<file path="src/rtl/dma_desc_scheduler_if.sv">
// Descriptor bus between the scheduler and the single-channel DMA engine.
// The scheduler offers descriptors (valid/ready) and receives the engine's
// completion and error pulses on the same bundle.
interface dma_desc_scheduler_if #(
    parameter int NUM_CH = 4,
    parameter int ADDR_W = 32,
    parameter int LEN_W  = 32
);
    localparam int CH_W = (NUM_CH > 1) ? $clog2(NUM_CH) : 1;

    logic              desc_valid;
    logic              desc_ready;
    logic [ADDR_W-1:0] desc_src;
    logic [ADDR_W-1:0] desc_dst;
    logic [LEN_W-1:0]  desc_len;
    logic [CH_W-1:0]   desc_ch;
    logic              eng_done;
    logic              eng_error;

    modport master (
        output desc_valid, desc_src, desc_dst, desc_len, desc_ch,
        input  desc_ready, eng_done, eng_error
    );

    modport slave (
        input  desc_valid, desc_src, desc_dst, desc_len, desc_ch,
        output desc_ready, eng_done, eng_error
    );
endinterface

</file>
<file path="src/rtl/dma_desc_scheduler.sv">
// Multi-channel descriptor queue and round-robin scheduler feeding a single
// DMA engine. Each channel stages SRC/DST/LEN through CSR writes; a CFG write
// with start=1 enqueues the staged descriptor into that channel's FIFO.
// One descriptor is in flight at a time; completion raises done_irq for
// descriptors marked last, errors make the channel sticky-errored and flush it.
// Optional feature: define DMA_DESC_TIMEOUT_EN to build an engine watchdog
// that treats TIMEOUT_CYCLES cycles in BUSY as an engine error.
module dma_desc_scheduler #(
    parameter int NUM_CH         = 4,
    parameter int FIFO_DEPTH     = 4,
    parameter int ADDR_W         = 32,
    parameter int LEN_W          = 32,
    parameter int TIMEOUT_CYCLES = 4096,
    localparam int CH_W          = (NUM_CH > 1) ? $clog2(NUM_CH) : 1,
    localparam int LVL_W         = $clog2(FIFO_DEPTH) + 1
) (
    input  logic                    clk,
    input  logic                    rst,
    input  logic                    csr_we,
    input  logic [CH_W-1:0]         csr_ch,
    input  logic [1:0]              csr_sel,
    input  logic [31:0]             csr_wdata,
    dma_desc_scheduler_if.master    desc,
    output logic [NUM_CH*LVL_W-1:0] ch_level,
    output logic [NUM_CH-1:0]       ch_err,
    output logic [NUM_CH-1:0]       ch_ovf,
    output logic [NUM_CH-1:0]       done_irq,
    output logic                    err_irq
);
    localparam int PTR_W = $clog2(FIFO_DEPTH);

    // Reject parameter sets the FIFO pointer arithmetic and watchdog cannot support
    if (NUM_CH < 1 || NUM_CH > 8 || FIFO_DEPTH < 2 ||
        (FIFO_DEPTH & (FIFO_DEPTH - 1)) != 0 || TIMEOUT_CYCLES < 1) begin : g_bad_params
        $error("dma_desc_scheduler: unsupported parameter combination");
    end

    typedef enum logic [1:0] {
        IDLE  = 2'd0,
        ISSUE = 2'd1,
        BUSY  = 2'd2
    } state_t;

    state_t state, next_state;

    logic [ADDR_W-1:0] src_stage [NUM_CH];
    logic [ADDR_W-1:0] dst_stage [NUM_CH];
    logic [LEN_W-1:0]  len_stage [NUM_CH];

    logic [ADDR_W-1:0] fifo_src  [NUM_CH][FIFO_DEPTH];
    logic [ADDR_W-1:0] fifo_dst  [NUM_CH][FIFO_DEPTH];
    logic [LEN_W-1:0]  fifo_len  [NUM_CH][FIFO_DEPTH];
    logic              fifo_last [NUM_CH][FIFO_DEPTH];

    logic [PTR_W-1:0] wr_ptr [NUM_CH];
    logic [PTR_W-1:0] rd_ptr [NUM_CH];
    logic [LVL_W-1:0] count  [NUM_CH];

    logic [NUM_CH-1:0] push_req, clr_req, pop_req, flush_req;
    logic [NUM_CH-1:0] push_ok, ovf_set, eligible;

    logic [CH_W-1:0] rr_ptr;
    logic [CH_W-1:0] cur_ch;
    logic            busy_last;
    logic            grant_found;
    logic [CH_W-1:0] grant_ch;

    logic            pop_en;
    logic [CH_W-1:0] pop_ch;
    logic            done_set;
    logic [CH_W-1:0] done_ch;
    logic            err_set;
    logic            load_cur;
    logic            accept;
    logic            timeout;

    logic              cfg_write;
    logic [LEN_W-1:0]  grant_len;
    logic              grant_last;
    logic [ADDR_W-1:0] head_src;
    logic [ADDR_W-1:0] head_dst;
    logic [LEN_W-1:0]  head_len;
    logic              head_last;

    assign cfg_write  = csr_we && (csr_sel == 2'd3);
    assign grant_len  = fifo_len[grant_ch][rd_ptr[grant_ch]];
    assign grant_last = fifo_last[grant_ch][rd_ptr[grant_ch]];
    assign head_src   = fifo_src[cur_ch][rd_ptr[cur_ch]];
    assign head_dst   = fifo_dst[cur_ch][rd_ptr[cur_ch]];
    assign head_len   = fifo_len[cur_ch][rd_ptr[cur_ch]];
    assign head_last  = fifo_last[cur_ch][rd_ptr[cur_ch]];

    // Per-channel push/clear/pop/flush decode; clear_err is applied before the push check
    always_comb begin
        for (int i = 0; i < NUM_CH; i++) begin
            push_req[i]  = cfg_write && csr_wdata[0] && (csr_ch == CH_W'(i));
            clr_req[i]   = cfg_write && csr_wdata[2] && (csr_ch == CH_W'(i));
            pop_req[i]   = pop_en && (pop_ch == CH_W'(i));
            flush_req[i] = err_set && (cur_ch == CH_W'(i));
            push_ok[i]   = push_req[i] && !(ch_err[i] && !clr_req[i]) && !flush_req[i] &&
                           ((count[i] != LVL_W'(FIFO_DEPTH)) || pop_req[i]);
            ovf_set[i]   = push_req[i] && !(ch_err[i] && !clr_req[i]) && !flush_req[i] &&
                           (count[i] == LVL_W'(FIFO_DEPTH)) && !pop_req[i];
            eligible[i]  = (count[i] != '0) && !ch_err[i];
        end
    end

    // Round-robin grant: first eligible channel at or after rr_ptr, wrapping
    always_comb begin
        grant_found = 1'b0;
        grant_ch    = '0;
        for (int k = 0; k < NUM_CH; k++) begin
            if (!grant_found && eligible[(int'(rr_ptr) + k) % NUM_CH]) begin
                grant_found = 1'b1;
                grant_ch    = CH_W'((int'(rr_ptr) + k) % NUM_CH);
            end
        end
    end

    // Staging registers hold the last written SRC/DST/LEN per channel
    always_ff @(posedge clk or posedge rst) begin
        if (rst) begin
            for (int i = 0; i < NUM_CH; i++) begin
                src_stage[i] <= '0;
                dst_stage[i] <= '0;
                len_stage[i] <= '0;
            end
        end else if (csr_we) begin
            case (csr_sel)
                2'd0:    src_stage[csr_ch] <= ADDR_W'(csr_wdata);
                2'd1:    dst_stage[csr_ch] <= ADDR_W'(csr_wdata);
                2'd2:    len_stage[csr_ch] <= LEN_W'(csr_wdata);
                default: ;
            endcase
        end
    end

    // FIFO storage writes at the tail of each accepting channel
    always_ff @(posedge clk) begin
        for (int i = 0; i < NUM_CH; i++) begin
            if (push_ok[i]) begin
                fifo_src[i][wr_ptr[i]]  <= src_stage[i];
                fifo_dst[i][wr_ptr[i]]  <= dst_stage[i];
                fifo_len[i][wr_ptr[i]]  <= len_stage[i];
                fifo_last[i][wr_ptr[i]] <= csr_wdata[1];
            end
        end
    end

    // FIFO pointers, occupancy and sticky error/overflow flags; a flush wins over push/pop
    always_ff @(posedge clk or posedge rst) begin
        if (rst) begin
            for (int i = 0; i < NUM_CH; i++) begin
                wr_ptr[i] <= '0;
                rd_ptr[i] <= '0;
                count[i]  <= '0;
            end
            ch_err <= '0;
            ch_ovf <= '0;
        end else begin
            for (int i = 0; i < NUM_CH; i++) begin
                if (clr_req[i]) begin
                    ch_err[i] <= 1'b0;
                    ch_ovf[i] <= 1'b0;
                end
                if (ovf_set[i]) begin
                    ch_ovf[i] <= 1'b1;
                end
                if (flush_req[i]) begin
                    ch_err[i] <= 1'b1;
                    rd_ptr[i] <= wr_ptr[i];
                    count[i]  <= '0;
                end else begin
                    if (push_ok[i]) wr_ptr[i] <= wr_ptr[i] + PTR_W'(1);
                    if (pop_req[i]) rd_ptr[i] <= rd_ptr[i] + PTR_W'(1);
                    case ({push_ok[i], pop_req[i]})
                        2'b10:   count[i] <= count[i] + LVL_W'(1);
                        2'b01:   count[i] <= count[i] - LVL_W'(1);
                        default: ;
                    endcase
                end
            end
        end
    end

`ifdef DMA_DESC_TIMEOUT_EN
    localparam int TO_W = (TIMEOUT_CYCLES > 1) ? $clog2(TIMEOUT_CYCLES) : 1;
    logic [TO_W-1:0] to_cnt;

    // Watchdog counts cycles spent in BUSY and restarts from zero on every entry
    always_ff @(posedge clk or posedge rst) begin
        if (rst) begin
            to_cnt <= '0;
        end else if (state != BUSY) begin
            to_cnt <= '0;
        end else begin
            to_cnt <= to_cnt + TO_W'(1);
        end
    end

    assign timeout = (state == BUSY) && (to_cnt == TO_W'(TIMEOUT_CYCLES - 1));
`else
    assign timeout = 1'b0;
`endif

    // Scheduler state register
    always_ff @(posedge clk or posedge rst) begin
        if (rst) begin
            state <= IDLE;
        end else begin
            state <= next_state;
        end
    end

    // Next-state and control decode: zero-length heads retire in IDLE, engine errors beat done
    always_comb begin
        next_state = state;
        pop_en     = 1'b0;
        pop_ch     = cur_ch;
        done_set   = 1'b0;
        done_ch    = cur_ch;
        err_set    = 1'b0;
        load_cur   = 1'b0;
        accept     = 1'b0;
        case (state)
            IDLE: begin
                if (grant_found) begin
                    if (grant_len == '0) begin
                        pop_en   = 1'b1;
                        pop_ch   = grant_ch;
                        done_set = grant_last;
                        done_ch  = grant_ch;
                    end else begin
                        load_cur   = 1'b1;
                        next_state = ISSUE;
                    end
                end
            end
            ISSUE: begin
                if (desc.desc_ready) begin
                    pop_en     = 1'b1;
                    accept     = 1'b1;
                    next_state = BUSY;
                end
            end
            BUSY: begin
                if (desc.eng_error || timeout) begin
                    err_set    = 1'b1;
                    next_state = IDLE;
                end else if (desc.eng_done) begin
                    done_set   = busy_last;
                    next_state = IDLE;
                end
            end
            default: next_state = IDLE;
        endcase
    end

    // Active-channel context, round-robin pointer and registered done pulses
    always_ff @(posedge clk or posedge rst) begin
        if (rst) begin
            cur_ch    <= '0;
            busy_last <= 1'b0;
            rr_ptr    <= '0;
            done_irq  <= '0;
        end else begin
            done_irq <= '0;
            if (done_set) begin
                done_irq[done_ch] <= 1'b1;
            end
            if (load_cur) begin
                cur_ch <= grant_ch;
            end
            if (accept) begin
                busy_last <= head_last;
                rr_ptr    <= (cur_ch == CH_W'(NUM_CH - 1)) ? '0 : cur_ch + CH_W'(1);
            end
        end
    end

    assign desc.desc_valid = (state == ISSUE);
    assign desc.desc_src   = desc.desc_valid ? head_src : '0;
    assign desc.desc_dst   = desc.desc_valid ? head_dst : '0;
    assign desc.desc_len   = desc.desc_valid ? head_len : '0;
    assign desc.desc_ch    = desc.desc_valid ? cur_ch   : '0;

    // Pack per-channel occupancy into the flat level bus
    always_comb begin
        ch_level = '0;
        for (int i = 0; i < NUM_CH; i++) begin
            ch_level[i*LVL_W +: LVL_W] = count[i];
        end
    end

    assign err_irq = |(ch_err | ch_ovf);
endmodule
</file>
<file path="src/flat_wrapper.sv">
// flat-port wrapper written by rule: the top's interface ports become plain ports
module dma_desc_scheduler_flat 
#(
    parameter int NUM_CH         = 4,
    parameter int FIFO_DEPTH     = 4,
    parameter int ADDR_W         = 32,
    parameter int LEN_W          = 32,
    parameter int TIMEOUT_CYCLES = 4096,
    localparam int CH_W          = (NUM_CH > 1) ? $clog2(NUM_CH) : 1,
    localparam int LVL_W         = $clog2(FIFO_DEPTH) + 1
)
  (clk, rst, csr_we, csr_ch, csr_sel, csr_wdata, ch_level, ch_err, ch_ovf, done_irq, err_irq, desc_desc_valid, desc_desc_src, desc_desc_dst, desc_desc_len, desc_desc_ch, desc_desc_ready, desc_eng_done, desc_eng_error);
  dma_desc_scheduler_if #(.NUM_CH(NUM_CH), .ADDR_W(ADDR_W), .LEN_W(LEN_W)) desc_i ();
  input  logic clk;
  input  logic rst;
  input  logic csr_we;
  input  logic [CH_W-1:0] csr_ch;
  input  logic [1:0] csr_sel;
  input  logic [31:0] csr_wdata;
  output logic [NUM_CH*LVL_W-1:0] ch_level;
  output logic [NUM_CH-1:0] ch_err;
  output logic [NUM_CH-1:0] ch_ovf;
  output logic [NUM_CH-1:0] done_irq;
  output logic err_irq;
  output wire logic [$bits(desc_i.desc_valid)-1:0] desc_desc_valid;
  output wire logic [$bits(desc_i.desc_src)-1:0] desc_desc_src;
  output wire logic [$bits(desc_i.desc_dst)-1:0] desc_desc_dst;
  output wire logic [$bits(desc_i.desc_len)-1:0] desc_desc_len;
  output wire logic [$bits(desc_i.desc_ch)-1:0] desc_desc_ch;
  input wire logic [$bits(desc_i.desc_ready)-1:0] desc_desc_ready;
  input wire logic [$bits(desc_i.eng_done)-1:0] desc_eng_done;
  input wire logic [$bits(desc_i.eng_error)-1:0] desc_eng_error;
  assign desc_desc_valid = desc_i.desc_valid;
  assign desc_desc_src = desc_i.desc_src;
  assign desc_desc_dst = desc_i.desc_dst;
  assign desc_desc_len = desc_i.desc_len;
  assign desc_desc_ch = desc_i.desc_ch;
  assign desc_i.desc_ready = desc_desc_ready;
  assign desc_i.eng_done = desc_eng_done;
  assign desc_i.eng_error = desc_eng_error;
  dma_desc_scheduler #(.NUM_CH(NUM_CH), .FIFO_DEPTH(FIFO_DEPTH), .ADDR_W(ADDR_W), .LEN_W(LEN_W), .TIMEOUT_CYCLES(TIMEOUT_CYCLES)) u_core (.clk(clk), .rst(rst), .csr_we(csr_we), .csr_ch(csr_ch), .csr_sel(csr_sel), .csr_wdata(csr_wdata), .desc(desc_i), .ch_level(ch_level), .ch_err(ch_err), .ch_ovf(ch_ovf), .done_irq(done_irq), .err_irq(err_irq));
endmodule
</file>
<file path="config.mk">
export PLATFORM = sky130hd
export DESIGN_NAME = dma_desc_scheduler_flat
export DESIGN_NICKNAME = d
export VERILOG_FILES = /design/src/rtl/dma_desc_scheduler_if.sv /design/src/rtl/dma_desc_scheduler.sv /design/src/flat_wrapper.sv
export SDC_FILE = /design/constraint.sdc
export NUM_CORES = 2
export LEC_CHECK = 0
export BUFFER_PORTS_ARGS = -buffer_cell sky130_fd_sc_hd__buf_4
export CAP_MARGIN = 30
export CORE_MARGIN = 10
export CORE_UTILIZATION = 30
export DETAILED_ROUTE_END_ITERATION = 8
export PLACE_DENSITY = 0.56
export SLEW_MARGIN = 10
export SYNTH_ARGS = -nofsm -noshare
export SYNTH_HDL_FRONTEND = slang
export SYNTH_SLANG_ARGS = --single-unit
</file>
<file path="constraint.sdc">
create_clock -name clk -period 19.4 [get_ports clk]
set_input_delay 3.88 -clock clk [delete_from_list [all_inputs] [get_ports clk]]
set_output_delay 3.88 -clock clk [all_outputs]
set_load 0.02 [all_outputs]
</file>
# ---- Word-level counts from Yosys, hierarchy flattened
# Memories as Yosys holds them, arrays and structs flattened.
# Index checks and enable logic that the tools add are counted.
dict set report classes {
  reduce_logical 133
  n_mux 172
  n_bitwise 17
  order_cmp 20
  n_addsub 20
  eq_ne 34
}
# op count
set ops {}
lappend ops {{128-bit two-way mux} 22}
lappend ops {{128-bit OR reduction} 9}
lappend ops {{32-bit two-way mux} 16}
lappend ops {{128-bit bitwise mux} 3}
lappend ops {{32-bit demux with 2-bit select} 5}
lappend ops {{32-bit binary-select mux with 2-bit select} 4}
lappend ops {{2-bit two-way mux} 38}
lappend ops {{1-bit logical AND} 56}
lappend ops {{1-bit two-way mux} 49}
lappend ops {{4-bit two-way mux} 11}
lappend ops {{32-bit zero test} 1}
lappend ops {{3-bit >= comparator (second input constant)} 9}
lappend ops {{2-bit inverter with 3-bit output} 9}
lappend ops {{2-bit == test (second input constant)} 13}
lappend ops {{3-bit one-hot mux with 2 select lines} 4}
lappend ops {{2-bit nonzero test} 12}
lappend ops {{3-bit nonzero test} 8}
lappend ops {{1-bit zero test} 23}
lappend ops {{2-bit by 1-bit adder with 2-bit output (second input constant)} 10}
lappend ops {{2-bit by 1-bit == test with 1-bit output (second input constant)} 9}
lappend ops {{4-bit OR reduction} 4}
lappend ops {{3-bit by 1-bit < comparator with 1-bit output (second input constant)} 5}
lappend ops {{3-bit inequality test (second input constant)} 5}
lappend ops {{2-bit AND reduction} 7}
lappend ops {{22 further kinds} 64}
dict set report word_totals {
  n_memories 4
  ff_bits 431
  in_bits 42
  ram_bits 1552
  output_inout_bits 124
}
# name words word_bits read_ports rd_clocked_by_memory_dff write_ports line
set mem_list {}
lappend mem_list {u_core.fifo_dst 4 128 1 0 1 dma_desc_scheduler.sv:51} ;# logic [ADDR_W-1:0] fifo_dst [NUM_CH][FIFO_DEPTH];
lappend mem_list {u_core.fifo_len 4 128 2 0 1 dma_desc_scheduler.sv:52} ;# logic [LEN_W-1:0] fifo_len [NUM_CH][FIFO_DEPTH];
lappend mem_list {u_core.fifo_src 4 128 1 0 1 dma_desc_scheduler.sv:50} ;# logic [ADDR_W-1:0] fifo_src [NUM_CH][FIFO_DEPTH];
lappend mem_list {u_core.fifo_last 4 4 2 0 1 dma_desc_scheduler.sv:53} ;# logic fifo_last [NUM_CH][FIFO_DEPTH];

# ---- Longest topological paths before layout
dict set report depth {
  word_depth 36
  depth_mapped 16
  ltp_nobuf 14
}

# ---- Worst setup path after synthesis
# OpenSTA, ideal clock, no wires.
dict set report synth_path {
  path_type {input port to flip-flop}
  start {input port csr_we}
  end {memory u_core.fifo_dst[0][0] (netlist bit) (enable)}
  stages 8
  setup_time_ns 0.692
  path_buffers 2
  arrival_ns 12.251
  path_slack_ns 6.457
  cell_sequence {clkbuf_1 and4_1 nand2_1 nand2_1 nand2_1 or4_1 buf_1 nor3b_1}
}
dict set report synth_via {
  elab_chain_len 15
}
# item line
set synth_rtl {}
lappend synth_rtl {{from (decl)} flat_wrapper.sv:16} ;# input logic csr_we;
lappend synth_rtl {{1-bit logical AND (*)} dma_desc_scheduler.sv:85} ;# assign cfg_write = csr_we && (csr_sel == 2'd3);
lappend synth_rtl {{1-bit logical AND (2 in a row)} dma_desc_scheduler.sv:97} ;# clr_req[i] = cfg_write && csr_wdata[2] && (csr_ch == CH_W'(i));
lappend synth_rtl {{1-bit zero test} dma_desc_scheduler.sv:100} ;# push_ok[i] = push_req[i] && !(ch_err[i] && !clr_req[i]) && !flush_req[i] &&
lappend synth_rtl {{1-bit logical AND} dma_desc_scheduler.sv:100}
lappend synth_rtl {{1-bit zero test} dma_desc_scheduler.sv:100}
lappend synth_rtl {{1-bit logical AND (3 in a row)} dma_desc_scheduler.sv:100}
lappend synth_rtl {{1-bit two-way mux} dma_desc_scheduler.sv:141} ;# if (push_ok[i]) begin
lappend synth_rtl {{128-bit two-way mux (implied by the code)} dma_desc_scheduler.sv:143} ;# fifo_dst[i][wr_ptr[i]] <= dst_stage[i];
lappend synth_rtl {{128-bit OR reduction (no line)} --}
lappend synth_rtl {{2-bit two-way mux (no line) / 128-bit two-way mux (equally long branches) (3 in a row)} --}
lappend synth_rtl {{to (decl)} dma_desc_scheduler.sv:51}
# Mark *: on every way between the ends. The rest lies on a longest branch, timed or not.

# ---- Worst setup path in the final report
dict set report layout_path {
  start {register u_core.cur_ch[0]}
  end {output port desc_desc_src[10]}
}
dict set report layout_via {
  elab_chain_len 9
}
# item line
set layout_rtl {}
lappend layout_rtl {{from (decl)} dma_desc_scheduler.sv:63} ;# logic [CH_W-1:0] cur_ch;
lappend layout_rtl {{from (signal assigned)} dma_desc_scheduler.sv:272} ;# cur_ch <= grant_ch;
lappend layout_rtl {{2-bit inverter with 3-bit output (implied by the code)} dma_desc_scheduler.sv:88} ;# assign head_src = fifo_src[cur_ch][rd_ptr[cur_ch]];
lappend layout_rtl {{2-bit binary-select mux with 2-bit select} dma_desc_scheduler.sv:88}
lappend layout_rtl {{2-bit two-way mux (implied by the code) (2 in a row)} dma_desc_scheduler.sv:88}
lappend layout_rtl {{2-bit inverter with 3-bit output (implied by the code)} dma_desc_scheduler.sv:88}
lappend layout_rtl {{32-bit binary-select mux with 2-bit select (*)} dma_desc_scheduler.sv:88}
lappend layout_rtl {{32-bit two-way mux (implied by the code) (*) (2 in a row)} dma_desc_scheduler.sv:88}
lappend layout_rtl {{32-bit two-way mux (*)} dma_desc_scheduler.sv:282} ;# assign desc.desc_src = desc.desc_valid ? head_src : '0;
lappend layout_rtl {{to (decl)} flat_wrapper.sv:26} ;# output wire logic [$bits(desc_i.desc_src)-1:0] desc_desc_src;
# Mark *: on every way between the ends. The rest lies on a longest branch, timed or not. The select of a mux whose other input is x is not followed.

==> run metrics <==
status completed; sequential power share 42.1%; Post-synth EDFFs 1,552; Core Area 257,000 um^2; Post-Syn Instances 3,714; power share of the clock group 30.5%; area growth from synthesis to layout 16.1%; Syn Nets 3,784; CP Launch Type flop; maximum fanout along the worst path 153; GPL Wtd Cong 0.845; Finish-stage setup viols 0; final core occ 35.1%; clock sink total 1,983; Synth Warn # 0; Cell Area, Synth 77,700 um^2; gr usage total 16.3%; grt total ovfl 0; crit end category primary output; WL met1 98.3 mm; Synth Flop Type edfxtp_1; Tmin final 9720 ps; hold_sp u_core.state[1]$_DFFE_PP0P_; Yosys reg bits 1,983; Async SR Flop Fraction 21.7%; Nets 4,030; Syn Area/Cell 20.9 um^2; leakage power 30.4 nW; layout cell share with drive strength beyond 1 36.0%; Post-CTS Setup Inserts 0; metal2 WL 111 mm; sequential fraction of the synthesis area 73.9%; synth top area cells edfxtp_1 60%, mux4_2 14%, dfrtp_1 14%, mux2_2 5.7%, nor4_1 0.97%; Longest Clk Path Bufs 3; metal3 WL 18.3 mm; largest net degree at the start of global routing 154; Num CTS Buffers 199; DR iter-0 viols 4,416; Die Footprint 280,000 um^2; Initial Util 30.2%; DR pass1 iterations 5; num rows 186; total power draw 0.0128 W; area share of the largest cell type after synthesis 60.0%; clk_lat worst skew 850 ps; most common cell in the netlist edfxtp_1; drt wl/cell 30.9 um; Reg clk slew, reported paths 60 ps; placed cell areas 83,300 um^2; combinational cell fraction of total power 27.4%; Net Sw Power 0.00397 W; CTS tree yes; final hold vios 0; Worst Hold Margin 456 ps; post_cts resized 0; Clock Skews 69.7 ps; CP required 15,520 ps; critical setup path kind flop to primary output; Setup Total Neg Slack 0 ps; global-route wire length before repair 327 mm; H-tree depth 4; cts hold-fix bufs 0; Power Density 142 nW/um^2; internal cell power 0.00888 W; CP startpoint u_core.cur_ch[0]$_DFFE_PP0P_; I/O pins 166; Top Metal Used met5; Vias 39,500; Die H 529 um; drt drc 0; Synth top cells by count 1,552 x edfxtp_1, 488 x mux4_2, 431 x dfrtp_1, 390 x mux2_2, 157 x clkbuf_1; Finished Cell Area 90,200 um^2; DR vias/cell 5.25; VDD IR-drop max 0.126 mV; R2R Path Start u_core.rd_ptr[2]$_DFFE_PP0P_; RSZ-0062 raised after global routing false; Synth area leader edfxtp_1; DP HPWL 139 mm; Worst Path Arrival 5840 ps; Netlist cell types 65; Total Routed Length 232 mm; # port buffers 165; MaxCap Viol Count 0; Clock Tree Root clkbuf_16; Final period util 50.1%; Final Max Tran Viols 0; HP Class flop to flop; vias in the first global route 40,900; slew margin rel. 25.7%; fmax 0.103 GHz; chip width 529 um; initial antenna violation count 26; Worst Max-Slew Pin Slew 1110 ps; sw frac 30.9%; antenna-violating nets left 0
==> registers in the layout (all words and copies together) (netlist names), 8 cells and up <==
signal            cells
u_core.ch_level      12
u_core.dst_stage    128
u_core.fifo_dst     512
u_core.fifo_last     16
u_core.fifo_len     512
u_core.fifo_src     512
u_core.len_stage    128
u_core.rd_ptr         8
u_core.src_stage    128
u_core.wr_ptr         8
==> cell families after synthesis <==
logic type | after synthesis | share of synthesized area, %
buffers and inverters | 229 | 1.12
and+or+nand+nor | 481 | 3.57
DFF | 1983 | 73.9
xor gates and xnor gates | 9 | 0.101
muxes | 891 | 20.0
AOI/OAI and AO/OA | 93 | 0.894
adders and majority gates | 28 | 0.490
==> metal layers <==
| layer | vias up | global-route usage [%] |
|---|---|---|
| met2 | 1711 | 26.3 |
| li1 | 15900 | - |
| met1 | 21700 | 22.2 |
| met4 | 10 | 3.66 |
| met3 | 280 | 4.03 |
| met5 | - | 0 |
==> worst max-delay path, stage by stage (launching register included) <==
cell	delay, ps
dfrtp_4	880
mux4_4	850
buf_4	860
buf_12	800
mux4_2	420
mux4_2	610
and2_1	230
buf_4	160
==> cell type report <==
type                       count  area [um^2]
fill                       23900       167000
sequential                  1983        57400
multi-input combinational   1502        19600
clock buffer                 258         5430
tap                         3384         4230
timing repair buffer         252         2150
clock inverter               120         1310
inverter                      22          100
antenna                        6         15.0
==> metrics by stage <==
| step | setup WS [ps] | cells |
|---|---|---|
| 2_1_floorplan | 3520 | 3714 |
| 5_1_grt | 9430 | 7523 |
| 3_5_place_dp | 10490 | 7134 |
| 3_3_place_gp | 10490 | 7129 |
| 4_1_cts | 9580 | 7512 |
| 6_report | 9680 | 7527 |
==> layout by cell type (no fill, tap or decap), types with 23 or more instances in the layout <==
cell,count
and2_1,98
buf_4,227
clkbuf_1,38
clkbuf_16,201
clkinv_1,27
clkinv_2,42
dfrtp_1,429
edfxtp_1,1552
ha_1,24
mux2_2,390
mux4_2,486
nand2_1,43
nand3_1,23
nand4_1,32
nor2_1,45
nor3_1,25
nor4_1,120
==> final timing paths <==
path	slack [ps]	cells past startpoint	to
worst max-delay path	9680	7	desc_desc_src[10]
worst min-delay path	460	1	u_core.state[0]$_DFFE_PP0P_
worst max register to register	12490	12	u_core.fifo_dst[2][86]$_DFFE_PP_
worst min register to register	460	1	u_core.state[0]$_DFFE_PP0P_
max in group asynchronous	14260	5	u_core.src_stage[2]$_DFFE_PP0P_
min in group asynchronous	3160	2	u_core.dst_stage[39]$_DFFE_PP0P_
==> power groups by stage <==
stage	combinational [W]	clock (W)	sequential (W)
detailed placement	0.00360	0	0.00548
finish	0.00352	0.00392	0.00541
global placement	0.00356	0	0.00546
global route	0.00377	0.00418	0.00545
CTS	0.00361	0.00400	0.00540
floorplan	0.00227	0	0.00534
(Power assumes the default switching activity.)
